File: src/rtl/instruction_memory_loader.sv
// instruction_memory_loader: loads big-endian 32-bit words from a byte stream into instruction memory
//   clk, reset          : clock and synchronous active-high reset
//   start, num_words    : begin a load of num_words words (sampled when IDLE/DONE)
//   in_byte, in_valid   : byte stream input; in_ready says a byte is taken this cycle
//   mem_we/addr/wdata   : one-cycle word write at BASE_ADDR + 4*word_idx
//   busy, cpu_hold      : load in progress / CPU stall request (identical)
//   done, error         : last load finished / last start had an illegal count
module instruction_memory_loader #(
   parameter int unsigned DEPTH     = 256,
   parameter logic [31:0] BASE_ADDR = 32'h0000_0000
) (
   input  logic        clk,
   input  logic        reset,
   input  logic        start,
   input  logic [8:0]  num_words,
   input  logic [7:0]  in_byte,
   input  logic        in_valid,
   output logic        in_ready,
   output logic        mem_we,
   output logic [31:0] mem_addr,
   output logic [31:0] mem_wdata,
   output logic        busy,
   output logic        cpu_hold,
   output logic        done,
   output logic        error
);
   typedef enum logic [1:0] {IDLE, RECV, WRITE, DONE} state_t;
   state_t      state_q, state_d;
   logic [1:0]  byte_cnt_q, byte_cnt_d;
   logic [8:0]  word_idx_q, word_idx_d, count_q, count_d;
   logic [23:0] acc_q, acc_d;
   logic [31:0] addr_q, addr_d, wdata_q, wdata_d;
   logic        error_q, error_d;
   logic        take_start, legal, xfer, last;
   assign take_start = start && (state_q == IDLE || state_q == DONE);
   assign legal      = num_words != 9'd0 && 32'(num_words) <= DEPTH;
   assign xfer       = state_q == RECV && in_valid;
   assign last       = word_idx_q == count_q - 9'd1;
   always_comb begin
      state_d    = state_q;
      byte_cnt_d = byte_cnt_q;
      word_idx_d = word_idx_q;
      count_d    = count_q;
      acc_d      = acc_q;
      addr_d     = addr_q;
      wdata_d    = wdata_q;
      error_d    = error_q;
      if (take_start) begin
         error_d = !legal;
         state_d = legal ? RECV : DONE;
         if (legal) begin
            count_d    = num_words;
            byte_cnt_d = 2'd0;
            word_idx_d = 9'd0;
            acc_d      = 24'd0;
         end
      end else if (xfer) begin
         // Shift left so the first byte of a word ends up in bits [31:24]
         acc_d      = {acc_q[15:0], in_byte};
         byte_cnt_d = byte_cnt_q + 2'd1;
         if (byte_cnt_q == 2'd3) begin
            state_d = WRITE;
            addr_d  = BASE_ADDR + {21'd0, word_idx_q, 2'b00};
            wdata_d = {acc_q, in_byte};
         end
      end else if (state_q == WRITE) begin
         // Hold the index on the final word so it never passes DEPTH-1
         word_idx_d = last ? word_idx_q : word_idx_q + 9'd1;
         state_d    = last ? DONE : RECV;
      end
   end
   always_ff @(posedge clk) begin
      if (reset) begin
         state_q    <= IDLE;
         byte_cnt_q <= 2'd0;
         word_idx_q <= 9'd0;
         count_q    <= 9'd0;
         acc_q      <= 24'd0;
         addr_q     <= 32'd0;
         wdata_q    <= 32'd0;
         error_q    <= 1'b0;
      end else begin
         state_q    <= state_d;
         byte_cnt_q <= byte_cnt_d;
         word_idx_q <= word_idx_d;
         count_q    <= count_d;
         acc_q      <= acc_d;
         addr_q     <= addr_d;
         wdata_q    <= wdata_d;
         error_q    <= error_d;
      end
   end
   assign in_ready  = state_q == RECV;
   assign mem_we    = state_q == WRITE;
   assign busy      = state_q == RECV || state_q == WRITE;
   assign cpu_hold  = busy;
   assign done      = state_q == DONE;
   assign error     = error_q;
   assign mem_addr  = addr_q;
   assign mem_wdata = wdata_q;
endmodule

File: config.mk
export PLATFORM = sky130hd
export DESIGN_NAME = instruction_memory_loader
export DESIGN_NICKNAME = d
export VERILOG_FILES = /design/src/rtl/instruction_memory_loader.sv
export SDC_FILE = /design/constraint.sdc
export NUM_CORES = 1
export LEC_CHECK = 0
export CORE_MARGIN = 10
export CORE_UTILIZATION = 54
export DETAILED_ROUTE_END_ITERATION = 10
export PLACE_DENSITY = 0.85
export SLEW_MARGIN = 20
export SYNTH_ARGS = -nofsm -noshare
export SYNTH_HDL_FRONTEND = slang
export SYNTH_SLANG_ARGS = --single-unit
File: constraint.sdc
create_clock -name clk -period 5.8 [get_ports clk]
set_input_delay 1.16 -clock clk [delete_from_list [all_inputs] [get_ports clk]]
set_output_delay 1.16 -clock clk [all_outputs]
set_load 0.02 [all_outputs]
Word-level counts from Yosys, hierarchy flattened
Cells that the tools add are included.
{"block": "word_totals", "ff_bits": 88, "out_inout_bits": 70}
{"block": "classes", "addsub": 3, "n_eq_ne": 9, "mux": 17, "magnitude_cmp": 1, "reduce_logical": 16, "n_bitwise": 1}
{"cell": "2-to-1 mux 24 bit", "count": 3}
{"cell": "2-to-1 mux 9 bit", "count": 5}
{"cell": "2-to-1 mux 2 bit", "count": 9}
{"cell": "adder 9 x 1 -> 9 bit, second input constant", "count": 1}
{"cell": "equality test 9 bit", "count": 1}
{"cell": "<= comparator 9 bit, second input constant", "count": 1}
{"cell": "nonzero test 9 bit", "count": 1}
{"cell": "subtractor 9 x 1 -> 9 bit, second input constant", "count": 1}
{"cell": "equality test 2 bit, second input constant", "count": 3}
{"cell": "AND reduction 2 bit", "count": 3}
{"cell": "inequality test 2 bit, second input constant", "count": 2}
{"cell": "AND reduction 4 bit", "count": 1}
{"cell": "nonzero test 2 bit", "count": 2}
{"cell": "logical AND 1 bit", "count": 3}
{"cell": "inequality test 3 x 2 -> 1 bit, second input constant", "count": 1}
{"cell": "AND reduction 3 bit", "count": 1}
{"cell": "nonzero test 3 bit", "count": 1}
{"cell": "adder 2 x 1 -> 2 bit, second input constant", "count": 1}
{"cell": "equality test 2 x 1 -> 1 bit, second input constant", "count": 1}
{"cell": "zero test 2 bit", "count": 1}
{"cell": "logical OR 1 bit", "count": 2}
{"cell": "inequality test 2 x 1 -> 1 bit, second input constant", "count": 1}
{"cell": "zero test 1 bit", "count": 1}
{"cell": "NOT 1 bit", "count": 1}

Longest topological paths before layout
{"block": "logic_depth", "ltp_word": 6, "ltp_mapped": 10}

Worst setup path after synthesis
OpenSTA, ideal clock, no wires.
{"block": "synth_path", "path_kind": "input-to-reg", "startpoint": "in num_words[0]", "endpoint": "reg acc_q[10]", "setup_ns": 0.070, "setup_slack_ns": 3.042, "path_stages": 7, "path_buffers": 1, "t_arrival_ns": 2.688, "required_time_ns": 5.730, "path_cell_list": "nor4_1 -> a211o_1 -> nand2_1 -> a31oi_1 -> clkbuf_1 -> nand2_1 -> a21oi_1"}
{"block": "synth_between", "elab_chain_cells": 4, "word_cells_on_any_way": 5, "classes_between": "1 x order compare; 1 x eq/ne; 3 x reduce/logical"}
{"element": "from (decl)", "line": "15", "rtl": "input logic [8:0] num_words,"}
{"element": "<= comparator 9 bit or nonzero test 9 bit (tied branches)", "line": "36", "rtl": "assign legal = num_words != 9'd0 && 32'(num_words) <= DEPTH;"}
{"element": "logical AND 1 bit *", "line": "36"}
{"element": "inequality test 2 x 1 -> 1 bit (no source line) *"}
{"element": "AND reduction 2 bit (no source line) *"}
{"element": "to (signal assigned)", "line": "78", "rtl": "acc_q <= 24'd0;"}
{"element": "to (signal assigned)", "line": "87", "rtl": "acc_q <= acc_d;"}
{"element": "to (decl)", "line": "31", "rtl": "logic [23:0] acc_q, acc_d;"}
Mark *: on every way between the ends. The rest lies on a longest branch, timed or not.
A chain may end at the register's enable or synchronous reset.

Final worst setup path
{"block": "layout_path", "startpoint": "in num_words[0]", "endpoint": "reg byte_cnt_q[1]"}
{"block": "layout_between", "elab_chain_cells": 4, "word_cells_on_any_way": 5, "classes_between": "1 x order compare; 1 x eq/ne; 3 x reduce/logical"}
{"element": "<= comparator 9 bit or nonzero test 9 bit (tied branches)", "line": "36"}
{"element": "logical AND 1 bit *", "line": "36"}
{"element": "inequality test 2 x 1 -> 1 bit (no source line) *"}
{"element": "AND reduction 2 bit (no source line) *"}
{"element": "to (signal assigned)", "line": "84", "rtl": "byte_cnt_q <= byte_cnt_d;"}
{"element": "to (decl)", "line": "29", "rtl": "logic [1:0] byte_cnt_q, byte_cnt_d;"}
Marks and branches as above.

==> results by group <==
Synth
  – Post-Synth Simple-Gate Area: 24.0%
  – Top post-synthesis cells by area: dfxtp_1 (44%), nand2_1 (12%), a21oi_1 (10%), buf_4 (4.5%), nand3_1 (4.2%)
  – EDFF count, synth: 0
  – Post-Synth XOR/XNOR Area: 2.62%
  – Avg Cell Area, Syn: 8.01 µm²
  – Ys async rst share: 0%
  – Post-synth cell types: 47
  – Post-synth design cell area: 4010 µm²
  – Adder-Cell Fraction of Synth Area: 1.87%
  – Yosys reg bits: 88
  – Synth Area in Compound Gates: 16.7%
  – Sequential area share after synthesis: 43.9%
  – Warnings from Yosys: 0
  – Synth Instances: 501
  – Largest family of logic cells by synthesized area: simple AND/OR/NAND/NOR gates
  – Mux share of post-synthesis cell area: 2.25%
  – Leading area contributor after synthesis: dfxtp_1
  – Synth top area share: 43.9%
  – Synth Flop Type: dfxtp_1

Hold path
  – HP Start: mem_addr[6]
  – Hold endpoint: mem_addr[6]
  – Hold depth: 2
  – Worst min path class: reg2reg

Global routing
  – First-pass GRT wire length: 16.4 mm
  – Initial antenna violation count: 0
  – Vias in the first global route: 3,441
  – Grt ovf: 0
  – Largest net degree at the start of global routing: 51
  – Tot GR Track Use: 17.3%

STA
  – Period minus WS final: 3.48 ns
  – Fin crit share: 60.0%
  – Max Fclk: 287 MHz
  – Clk_skew: 0.00722 ns
  – Slew Limit Fails: 0
  – Finish-stage setup viols: 0
  – Hold Fails Final Rpt: 0
  – Worst-margin pin slew: 0.864 ns
  – RSZ-0062 raised after global routing: no
  – Post-route setup TNS: 0 ns
  – WHS: 0.457 ns
  – Relative slew slack: 42.4%

Drt
  – 1st-iter DRT viols: 296
  – Antenna Nets Post-Route: 0
  – Vias per inst: 5.54
  – DRT Pass-1 Iters: 5
  – Final WL: 9.95 mm
  – Drt wl/cell: 15.2 µm
  – DRC viols: 0
  – Via count: 3,621

Power
  – Pwr Total: 1.52 mW
  – Leakage dissipation: 1.68 nW
  – Peak VDD IR: 0.159 mV
  – Power Density: 314 nW/µm²

CTS
  – TritonCTS clock tree: done
  – Number of post-CTS setup repair buffers: 0
  – Clock Path Buffers: 2
  – PostCTS Resize Cnt: 0
  – Clock slew at reported path FFs: 0.08 ns
  – CTS Buf Count: 9
  – Clk sinks: 88
  – Clock latency on the worst-skew pair: 0.35 ns
  – Root buf cell: clkbuf_8
  – CTS Hold Bufs: 0
  – # H-tree levels: 3

Critical path
  – CP bufs+invs: 1
  – Max stage delay on crit path: 0.71 ns
  – Crit Path Category: in2reg
  – Critical path cell sequence: clkdlybuf4s50_1 > nor4_1 > a211o_1 > nand2_1 > a31oi_4 > nand2_1 > a21oi_1
  – Crit path top cell by count: nand2_1
  – RR Startpoint: state_q[0]
  – Setup slack, reg-to-reg: 2.86 ns
  – CP max stage cell: a31oi_4
  – Critical Path AT: 3.76 ns
  – Crit path max-delay family: compound AO/OA/AOI/OAI gates
  – CP Launch Type: input port
  – Worst Setup End Kind: flip-flop
  – Worst EP required: 6.08 ns
  – Worst-path maximum fanout: 26
  – R2R Path End: byte_cnt_q[1]
  – R2R depth: 8
  – CP Launch Point: num_words[0]

Finish
  – Footprint of the multi-input gates: 2010 µm²
  – Area grow syn2layout: 20.5%
  – Share of cells above drive strength 1: 5.77%
  – N_diodes: 0
  – Filler cells: 639
  – Sequential Area: 1760 µm²
  – NumNets Final: 577

Placed design
  – Number of I/O port buffers: 67
  – Placer Congestion: 0.855
  – DP HPWL: 7.20 mm

Die
  – Core Footprint: 7250 µm²
  – Initial Utilization: 55.3%
  – Chip height: 106 µm
  – Die area: 11,300 µm²
  – Num rows: 31
  – I/O pin count: 91
  – DIE WIDTH: 106 µm

Flow run
  – Max_cap viols: 0

Status
  – Status: completed
-- where the power goes --
group,switching (mW),total [mW],leakage [nW],internal [mW]
registers,0.0330,0.667,0.711,0.634
logic,0.267,0.411,0.865,0.144
clock network,0.222,0.437,0.101,0.215
-- synthesized netlist by cell type (3+ instances only) --
master,count
mux2i_1,9
clkbuf_1,24
nor2_1,17
o21ai_0,7
inv_1,8
dfxtp_1,88
or4_1,3
ha_1,6
a31oi_1,3
buf_1,5
nand2_1,124
buf_4,24
a21oi_1,82
or3_1,4
nand3_1,34
xnor2_1,6
xor2_1,6
nand2b_1,8
-- layer usage --
metal | vias to the layer above | share of wire (%) | GRT usage (%)
met5 | - | 0 | 0
met4 | 0 | 1.4 | 7.06
met3 | 17 | 10 | 5.68
met2 | 182 | 45 | 26.9
met1 | 1664 | 43 | 21.7
li1 | 1758 | - | -
-- final cells by class --
class / instances / share of cell area [%]
multi-input combinational: 371 / 41.6
sequential: 88 / 36.4
timing repair buffer: 72 / 14.5
clock buffer: 11 / 2.93
tap: 99 / 2.56
clock inverter: 5 / 1.32
inverter: 8 / 0.621
-- per-stage QoR --
stage / std cells / util [%] / setup slack, ns / area [µm²]
2_1_floorplan: 523 / - / 3.04 / 4090
3_3_place_gp: 638 / 63.7 / 1.84 / 4620
3_5_place_dp: 638 / 63.7 / 1.66 / 4620
4_1_cts: 654 / 66.5 / 1.98 / 4820
5_1_grt: 654 / 66.6 / 2.07 / 4830
6_report: 654 / 66.6 / 2.32 / 4830
-- sequential cells by signal, summed over array words and instances, names as in the netlist --
signal      flops
mem_wdata      32
state_q         2
acc_q          24
byte_cnt_q      2
word_idx_q      9
count_q         9
mem_addr        9
error           1
-- kinds of logic after synthesis --
logic type,Yosys count
and+or+nand+nor,212
DFF,88
buffers and inverters,64
muxes,9
adders and majority gates,6
other,1
AOI/OAI and AO/OA,109
xor gates and xnor gates,12
-- worst min-delay path: stages (launching register included) --
cell and delay [ns]:
dfxtp_1 0.31, nand2_1 0.05, a21oi_1 0.05
-- worst max path at each step --
stage / endpoint / slack, ns / depth (start not counted)
floorplan: acc_q[10] / 3.04 / 7
global placement: acc_q[18] / 1.84 / 7
detailed placement: byte_cnt_q[1] / 1.66 / 7
CTS: byte_cnt_q[1] / 1.98 / 7
global route: byte_cnt_q[1] / 2.07 / 7
finish: byte_cnt_q[1] / 2.32 / 7
-- placed cells by master (no fill, tap or decap), types with 3 or more instances in the layout --
master,instances
ha_1,6
clkbuf_8,10
xnor2_1,6
or4_1,3
or3_1,4
a21oi_1,82
nand3_1,34
nand2_1,124
clkdlybuf4s50_1,66
o21ai_0,7
mux2i_1,9
nor2_1,16
conb_1,23
buf_4,5
inv_1,8
nand2b_1,8
dfxtp_1,88
xor2_1,6
No activity file was read; power rests on OpenSTA's default activity.
